`src/rtl/jk_pkg.sv`:
```
// jk_cmd_gen shared types and defaults.
// FSM state encoding plus default debounce and lockout lengths.
package jk_pkg;

  typedef enum logic {
    IDLE = 1'b0,
    HOLD = 1'b1
  } state_t;

  localparam int DB_CYCLES_DEF = 4;
  localparam int HOLDOFF_DEF   = 8;

endpackage

```
`src/rtl/jk_debounce.sv`:
```
// Two-flop synchronizer plus stable-level debouncer for one button.
// o_rise is a registered pulse coincident with a 0->1 change of o_db.
module jk_debounce
  import jk_pkg::*;
#(
  parameter int DB_CYCLES = DB_CYCLES_DEF
) (
  input  logic clk,
  input  logic rst,
  input  logic i_btn,
  output logic o_db,
  output logic o_rise
);

  localparam int CW = $clog2(DB_CYCLES);

  logic          r_s1;
  logic          r_s2;
  logic          r_db;
  logic          r_rise;
  logic [CW-1:0] r_cnt;
  logic          w_diff;
  logic          w_done;

  assign w_diff = r_s2 ^ r_db;
  assign w_done = w_diff &&
                  (r_cnt == CW'(DB_CYCLES - 1));

  // Synchronize, then accept s2 once it has disagreed long enough.
  always_ff @(posedge clk) begin
    if (rst) begin
      r_s1   <= 1'b0;
      r_s2   <= 1'b0;
      r_db   <= 1'b0;
      r_rise <= 1'b0;
      r_cnt  <= '0;
    end else begin
      r_s1   <= i_btn;
      r_s2   <= r_s1;
      r_rise <= w_done & r_s2;
      if (w_done) begin
        r_db  <= r_s2;
        r_cnt <= '0;
      end else if (w_diff) begin
        r_cnt <= r_cnt + 1'b1;
      end else begin
        r_cnt <= '0;
      end
    end
  end

  assign o_db   = r_db;
  assign o_rise = r_rise;

endmodule

```
`src/rtl/jk_cmd_gen.sv`:
```
// Turns debounced set/clear presses into one-cycle j/k commands.
// After each command a lockout discards further presses.
module jk_cmd_gen
  import jk_pkg::*;
#(
  parameter int DB_CYCLES = DB_CYCLES_DEF,
  parameter int HOLDOFF   = HOLDOFF_DEF
) (
  input  logic clk,
  input  logic rst,
  input  logic btn_on,
  input  logic btn_off,
  output logic j,
  output logic k,
  output logic busy,
  output logic dropped
);

  localparam int HW =
    (HOLDOFF > 1) ? $clog2(HOLDOFF) : 1;

  state_t        r_state;
  state_t        w_state_nxt;
  logic [HW-1:0] r_hcnt;
  logic          w_last;
  logic          w_rise_on;
  logic          w_rise_off;
  logic          w_db_on;
  logic          w_db_off;
  logic          w_press;
  logic          w_j_nxt;
  logic          w_k_nxt;
  logic          w_drop_nxt;
  logic          r_j;
  logic          r_k;
  logic          r_drop;

  jk_debounce #(
    .DB_CYCLES(DB_CYCLES)
  ) u_db_on (
    .clk   (clk),
    .rst   (rst),
    .i_btn (btn_on),
    .o_db  (w_db_on),
    .o_rise(w_rise_on)
  );

  jk_debounce #(
    .DB_CYCLES(DB_CYCLES)
  ) u_db_off (
    .clk   (clk),
    .rst   (rst),
    .i_btn (btn_off),
    .o_db  (w_db_off),
    .o_rise(w_rise_off)
  );

  assign w_press = w_rise_on | w_rise_off;
  assign w_last  = (r_hcnt == HW'(HOLDOFF - 1));

  // State register and lockout cycle counter.
  always_ff @(posedge clk) begin
    if (rst) begin
      r_state <= IDLE;
      r_hcnt  <= '0;
    end else begin
      r_state <= w_state_nxt;
      if (r_state == HOLD && !w_last) begin
        r_hcnt <= r_hcnt + 1'b1;
      end else begin
        r_hcnt <= '0;
      end
    end
  end

  // Next state: any press locks out, lockout expires on count.
  always_comb begin
    w_state_nxt = r_state;
    unique case (r_state)
      IDLE: if (w_press) w_state_nxt = HOLD;
      HOLD: if (w_last)  w_state_nxt = IDLE;
      default: w_state_nxt = IDLE;
    endcase
  end

  // Output decode: issue in IDLE, discard in HOLD.
  always_comb begin
    w_j_nxt    = 1'b0;
    w_k_nxt    = 1'b0;
    w_drop_nxt = 1'b0;
    if (r_state == IDLE) begin
      w_j_nxt = w_rise_on;
      w_k_nxt = w_rise_off;
    end else begin
      w_drop_nxt = w_press;
    end
  end

  // Register the command pulses.
  always_ff @(posedge clk) begin
    if (rst) begin
      r_j    <= 1'b0;
      r_k    <= 1'b0;
      r_drop <= 1'b0;
    end else begin
      r_j    <= w_j_nxt;
      r_k    <= w_k_nxt;
      r_drop <= w_drop_nxt;
    end
  end

  assign j       = r_j;
  assign k       = r_k;
  assign dropped = r_drop;
  assign busy    = (r_state == HOLD);

endmodule

```
`config.mk`:
```
export PLATFORM = sky130hd
export DESIGN_NAME = jk_cmd_gen
export DESIGN_NICKNAME = d
export VERILOG_FILES = /design/src/rtl/jk_pkg.sv /design/src/rtl/jk_debounce.sv /design/src/rtl/jk_cmd_gen.sv
export SDC_FILE = /design/constraint.sdc
export NUM_CORES = 1
export LEC_CHECK = 0
export ABC_CLOCK_PERIOD_IN_PS = 1250
export BUFFER_PORTS_ARGS = -buffer_cell sky130_fd_sc_hd__buf_2
export CAP_MARGIN = 15
export CORE_AREA = 2 2 39 41
export DETAILED_ROUTE_END_ITERATION = 8
export DIE_AREA = 0 0 41 43
export PLACE_DENSITY = 0.71
export REMOVE_ABC_BUFFERS = 1
export SLEW_MARGIN = 20
export SYNTH_ARGS = -nofsm -noshare
export SYNTH_HDL_FRONTEND = slang
export SYNTH_SLANG_ARGS = --single-unit
export TNS_END_PERCENT = 1
```
`constraint.sdc`:
```
create_clock -name clk -period 1.25 [get_ports clk]
set_input_delay 0.25 -clock clk [delete_from_list [all_inputs] [get_ports clk]]
set_output_delay 0.25 -clock clk [all_outputs]
set_load 0.05 [all_outputs]
```
==> results.toml, run 1 <==
[worst_setup_path]
r2r_end = "r_hcnt[0]"
cp_common_cell = "ha_1"
slowest_delay_ps = 330
worst-path-max-fanout = 3
crit_path_start = "r_hcnt[0]"
r2r_slack_ps = 110
rr_worst_depth = 4
critPathCaptureType = "register"
cp_data_required_time_ps = 1480
path_buf_inv = 0
path_cells = "ha_1, ha_1, nor3b_2, nor2b_1"
r2r_start = "r_hcnt[0]"
crit_family = "adder cells"
path_class = "reg2reg"
worst_ep_arrival_time_ps = 1370
critPathSlowestCell = "dfxtp_1"
startpoint_type = "register"

[timing]
fin_skew_ps = 4.63
maxSlewHeadroom_pct = 77.7
rsz0062_at_grt = "false"
slew_violations = 0
tightest_slew_ps = 334
totalNegativeSetupSlack_ps = 0
finalHoldViolCount = 0
fin_crit_ps = 1140
fin_hold_ws_ps = 184
period_share_pct = 91.2
max_freq_mhz = 877
setup_viol = 0

[drt]
route.detailed.wl_per_inst_um = 10.6
via_per_inst = 4.82
drc = 0
drt_iter0_markers = 0
vias = 366
drt-total-wl_um = 807
first_pass_iters = 1
final_antenna_net_count = 0

[min_path]
holdCritPathClass = "in2reg"
min-delay-start = "btn_off"
hold_path_end = "u_db_off.r_s1"
min_path_cells = 2

[logic_synthesis]
synth_seq_area_share_pct = 56.6
yosys-top-cells-count = "dfxtp_1 (19), and2b_2 (4), ha_1 (4)"
yosysWarnings = 0
ys_top_cells_by_area = "dfxtp_1 (57%), ha_1 (7.4%), and2b_2 (5.2%)"
synth_flop_cell = "dfxtp_1"
synthesis.area_um2 = 672
synth_top_area_share_pct = 56.6
ys_types = 16
synth_seq_cells = 19
synth_edf_count = 0
async_reset_ff_share_pct = 0
syn_area_per_cell_um2 = 13.4
synth_top_cell_by_area = "dfxtp_1"
synth.most_common_cell = "dfxtp_1"
synth_cells = 50

[die]
ios = 8
die_w_um = 41
rows = 14
die_y_um = 43
die_area_um2 = 1760
core_um2 = 1380
start_util_pct = 48.6

[finish]
area_delta_synth_final_pct = 11.0
fin_util_pct = 53.9
final_nets = 69
fill_cells = 137
drive_above_1_share_pct = 36.7
regArea_um2 = 382
multiInputGateArea_um2 = 280
diodes = 0
final_cells = 76

[grt]
antenna_found_initial = 0
grt_util_all_layers_pct = 12.3
grt_max_degree = 18
grt_pass1_wl_mm = 1.32
gr-total-overflow = 0
grt_pass1_vias = 325

[clocking]
cts_hold_buf = 0
cts_buffers = 3
clockBufferDepth = 2
clk_latency_ps = 290
cts-root-buf = "clkbuf_4"
htreeDepth = 1
clkTransAtPathRegs_ps = 100
clock_sinks = 19
cts_tree = "done"

[power_and_ir_drop]
p_int_mw = 0.750
switching_share_pct = 20.1
combPwrFrac_pct = 2.9
p_clk_share_pct = 31.4
peakVddDrop_mv = 0.644
cellPowerDensity_nw_per_um2 = 1260
pwr-share-seq_pct = 65.7
p_leak_nw = 0.310
p_sw_mw = 0.189

[placed_design]
dp_cells = 72
io_buffers = 7
place.gp.congestion = 0.564

[run_status]
status = "finished clean"

[run]
cap_viol_max_count = 0
==> cells in the final DEF (no fill, tap or decap) <==
cell type | synthesis | routed
a211oi_1 | 1 | 1
and2_1 | 2 | 2
and2b_2 | 4 | 4
and4bb_2 | 2 | 2
buf_2 | 0 | 6
buf_4 | 0 | 1
clkbuf_1 | 0 | 1
clkbuf_4 | 0 | 3
dfxtp_1 | 19 | 18
dfxtp_2 | 0 | 1
ha_1 | 4 | 4
mux2i_1 | 2 | 2
nor2_1 | 3 | 3
nor2b_1 | 1 | 1
nor3_1 | 1 | 1
nor3b_1 | 3 | 3
nor3b_2 | 1 | 1
nor4_2 | 2 | 2
nor4b_2 | 2 | 2
xnor2_1 | 2 | 2
==> final cells by class <==
| type | count | area share, % |
|---|---|---|
| Sequential cell | 19 | 51.2 |
| Clock buffer | 4 | 3.52 |
| Multi-Input combinational cell | 30 | 37.6 |
| Tap cell | 16 | 2.68 |
| Timing Repair Buffer | 7 | 5.03 |
==> sequential cells by signal, indices dropped and copies added, names as in the netlist <==
signal and count:
u_db_off.r_s1 1, u_db_off.o_db 1, u_db_off.r_cnt 2, u_db_on.r_s1 1
u_db_on.o_db 1, r_hcnt 3, dropped 1, busy 1
u_db_on.r_s2 1, k 1, u_db_on.r_cnt 2, j 1
u_db_on.o_rise 1, u_db_off.r_s2 1, u_db_off.o_rise 1
==> through the flow <==
stage	setup WS [ps]	total power [mW]	instance area [um2]
final	110	0.939	746
after global routing	46.7	0.980	746
after CTS	30.1	0.959	744
after detailed placement	135	0.658	716
after global placement	159	0.657	716
after floorplan	106	0.643	661
==> kinds of logic after synthesis <==
group	synth area share, %
AOI/OAI and AO/OA	1.12
xor gates and xnor gates	2.61
adders and majority gates	7.45
buffers and inverters	1.68
DFF	56.6
muxes	2.98
and+or+nand+nor	27.6
==> worst max path at each step <==
stage / to / slack (ps) / cells after the start
after floorplan: r_hcnt[0] / 110 / 2
after global placement: r_hcnt[0] / 160 / 4
after detailed placement: r_hcnt[0] / 130 / 4
after CTS: busy / 30 / 1
after global routing: r_hcnt[0] / 50 / 4
final: r_hcnt[0] / 110 / 4
==> power by group through the flow <==
stage	Sequential (mW)	Clock, mW	Combinational (mW)
2_1_floorplan	0.630	0	0.0133
3_3_place_gp	0.631	0	0.0264
3_5_place_dp	0.631	0	0.0270
4_1_cts	0.617	0.314	0.0274
5_1_grt	0.618	0.333	0.0294
6_report	0.617	0.295	0.0271
==> routing by layer <==
layer,share of wire [%],vias up,track usage (%)
li1,-,194,-
met1,48,162,15.2
met2,45,8,15.3
met3,5.1,2,3.14
met4,1.2,0,14.0
met5,0,-,0
==> what timing repair did <==
action / in CTS / in global routing
gates resized for setup: 1 / 1
buffers inserted: 0 / 0
setup endpoints to repair: 1 / 1
(Power assumes the default switching activity.)
==> inputs of run 2 (changes only) <==
--- a/config.mk
+++ b/config.mk
@@ -11,10 +11,12 @@
 export CORE_AREA = 2 2 39 41
 export DETAILED_ROUTE_END_ITERATION = 8
 export DIE_AREA = 0 0 41 43
-export PLACE_DENSITY = 0.71
+export PLACE_DENSITY = 0.67
 export REMOVE_ABC_BUFFERS = 1
+export SKIP_CTS_REPAIR_TIMING = 1
 export SLEW_MARGIN = 20
 export SYNTH_ARGS = -nofsm -noshare
 export SYNTH_HDL_FRONTEND = slang
+export SYNTH_HIERARCHICAL = 1
 export SYNTH_SLANG_ARGS = --single-unit
 export TNS_END_PERCENT = 1
==> results.toml, run 2 <==
[finish]
largest_reg_flops = 3
fill_cells = 131
fin_area_um2 = 718
area_delta_synth_final_pct = 14.1
diodes = 0
fin_util_pct = 51.9
reg_top3 = "r_hcnt (3), u_db_off/r_cnt (2), u_db_on/r_cnt (2)"
final_cells = 76
layout_commonest_cell = "dfxtp_1"
drive_above_1_share_pct = 26.7
final_cell_mix = "dfxtp_1 (18), buf_2 (6)"
top_register = "r_hcnt"
final_nets = 69

[worst_setup_path]
path_class = "reg2out"
path_buf_inv = 1
path_cells = "clkbuf_4"
startpoint_type = "register"
critPathCaptureType = "output pin"
slowest_delay_ps = 400
critPathSlowestCell = "dfxtp_2"
crit_family = "flip-flops"
cp_data_required_time_ps = 1000
worst-path-max-fanout = 6
worst_ep_arrival_time_ps = 930

[logic_synthesis]
synth.most_common_cell = "dfxtp_1"
yosysWarnings = 6
synth_top_area_share_pct = 60.4
synthesis.area_um2 = 629
synth_flop_cell = "dfxtp_1"
syn_area_per_cell_um2 = 12.8
ys_top_cells_by_area = "dfxtp_1 (60%), ha_1 (8.0%), nor3b_1 (4.8%)"
yosys-top-cells-count = "dfxtp_1 (19), ha_1 (4), nor2_1 (4), nor2b_1 (4), nor3b_1 (4)"
synth_top_cell_by_area = "dfxtp_1"
synth_seq_cells = 19
ys_types = 13
synth_cells = 49
synth_seq_area_share_pct = 60.4
synth_edf_count = 0
async_reset_ff_share_pct = 0

[grt]
gr-usage-met2_pct = 15.0
grt_busiest_layer = "met2"
grt_pass1_vias = 332
gr-total-overflow = 0
grt_util_all_layers_pct = 11.2
grt_max_degree = 17
grt_use_met3_pct = 3.14
antenna_found_initial = 0
grt_util_met1_pct = 13.9
grt_pass1_wl_mm = 1.29

[die]
ios = 8
core_um2 = 1380
die_y_um = 43
rows = 14
die_area_um2 = 1760
start_util_pct = 45.5
die_w_um = 41

[clocking]
htreeDepth = 1
clockBufferDepth = 2
cts-root-buf = "clkbuf_4"
clock_sinks = 19
clkTransAtPathRegs_ps = 110
cts_buffers = 3
cts_tree = "done"
clk_latency_ps = 290

[timing]
maxSlewHeadroom_pct = 81.9
slew_violations = 0
layout_setup_ws_ps = 67.4
finalHoldViolCount = 0
setup_viol = 0
fin_crit_ps = 1180
fin_hold_ws_ps = 163
fin_skew_ps = 4.13
rsz0062_at_grt = "false"
max_freq_mhz = 846
tightest_slew_ps = 272
period_share_pct = 94.6
totalNegativeSetupSlack_ps = 0

[power_and_ir_drop]
cellPowerDensity_nw_per_um2 = 1320
peakVddDrop_mv = 0.649
p_leak_nw = 0.285
finalPower_mw = 0.950

[drt]
drc = 0
via_per_inst = 4.80
vias = 365
first_pass_iters = 1
final_antenna_net_count = 0
drt_iter0_markers = 0
route.detailed.wl_per_inst_um = 9.87
drt-total-wl_um = 750

[placed_design]
dp_cells = 72
place.gp.congestion = 0.558
io_buffers = 7
post-dp-hpwl_um = 531
postPlaceCellArea_um2 = 684
dp_slack_ps = 238

[run_status]
status = "finished clean"

[run]
cap_viol_max_count = 0

[min_path]
holdCritPathClass = "in2reg"
-- run 2: report_power, final --
part	leakage (nW)	switching [mW]	internal [mW]
Sequential	0.155	0.00364	0.613
Combinational	0.117	0.0112	0.0108
Clock	0.0139	0.190	0.122
Total	0.285	0.205	0.745
-- run 2: final timing paths --
path	startpoint	endpoint	slack, ps	depth (start not counted)
setup / recovery	busy	busy	70	1
hold / removal	btn_on	u_db_on/r_s1	160	2
setup reg to reg	r_hcnt[0]	busy	220	3
hold reg to reg	r_hcnt[0]	r_hcnt[0]	440	1
-- run 2: cell families after synthesis --
| logic type | count (synthesis) | synth area share, % |
|---|---|---|
| fa+ha+maj | 4 | 7.95 |
| simple gates | 21 | 24.5 |
| xor+xnor | 2 | 2.78 |
| flops | 19 | 60.4 |
| mux | 2 | 3.18 |
| compound gates | 1 | 1.19 |
-- run 2: area by class of cell --
| type | instances | area, um2 | share of cell area, % |
|---|---|---|---|
| clock inverters | 1 | 7.51 | 1.05 |
| repair buffers | 7 | 37.5 | 5.23 |
| clock buffers | 3 | 22.5 | 3.14 |
| multi-input cells | 30 | 249 | 34.7 |
| flip-flops and latches | 19 | 382 | 53.1 |
| well taps | 16 | 20.0 | 2.79 |
-- run 2: metal layers --
layer | share of wire, % | wire (um) | up-vias
met5 | 0 | 0 | -
met4 | 1.1 | 8 | 0
met3 | 4.8 | 36 | 2
met2 | 45 | 340 | 8
met1 | 49 | 365 | 161
li1 | - | - | 194
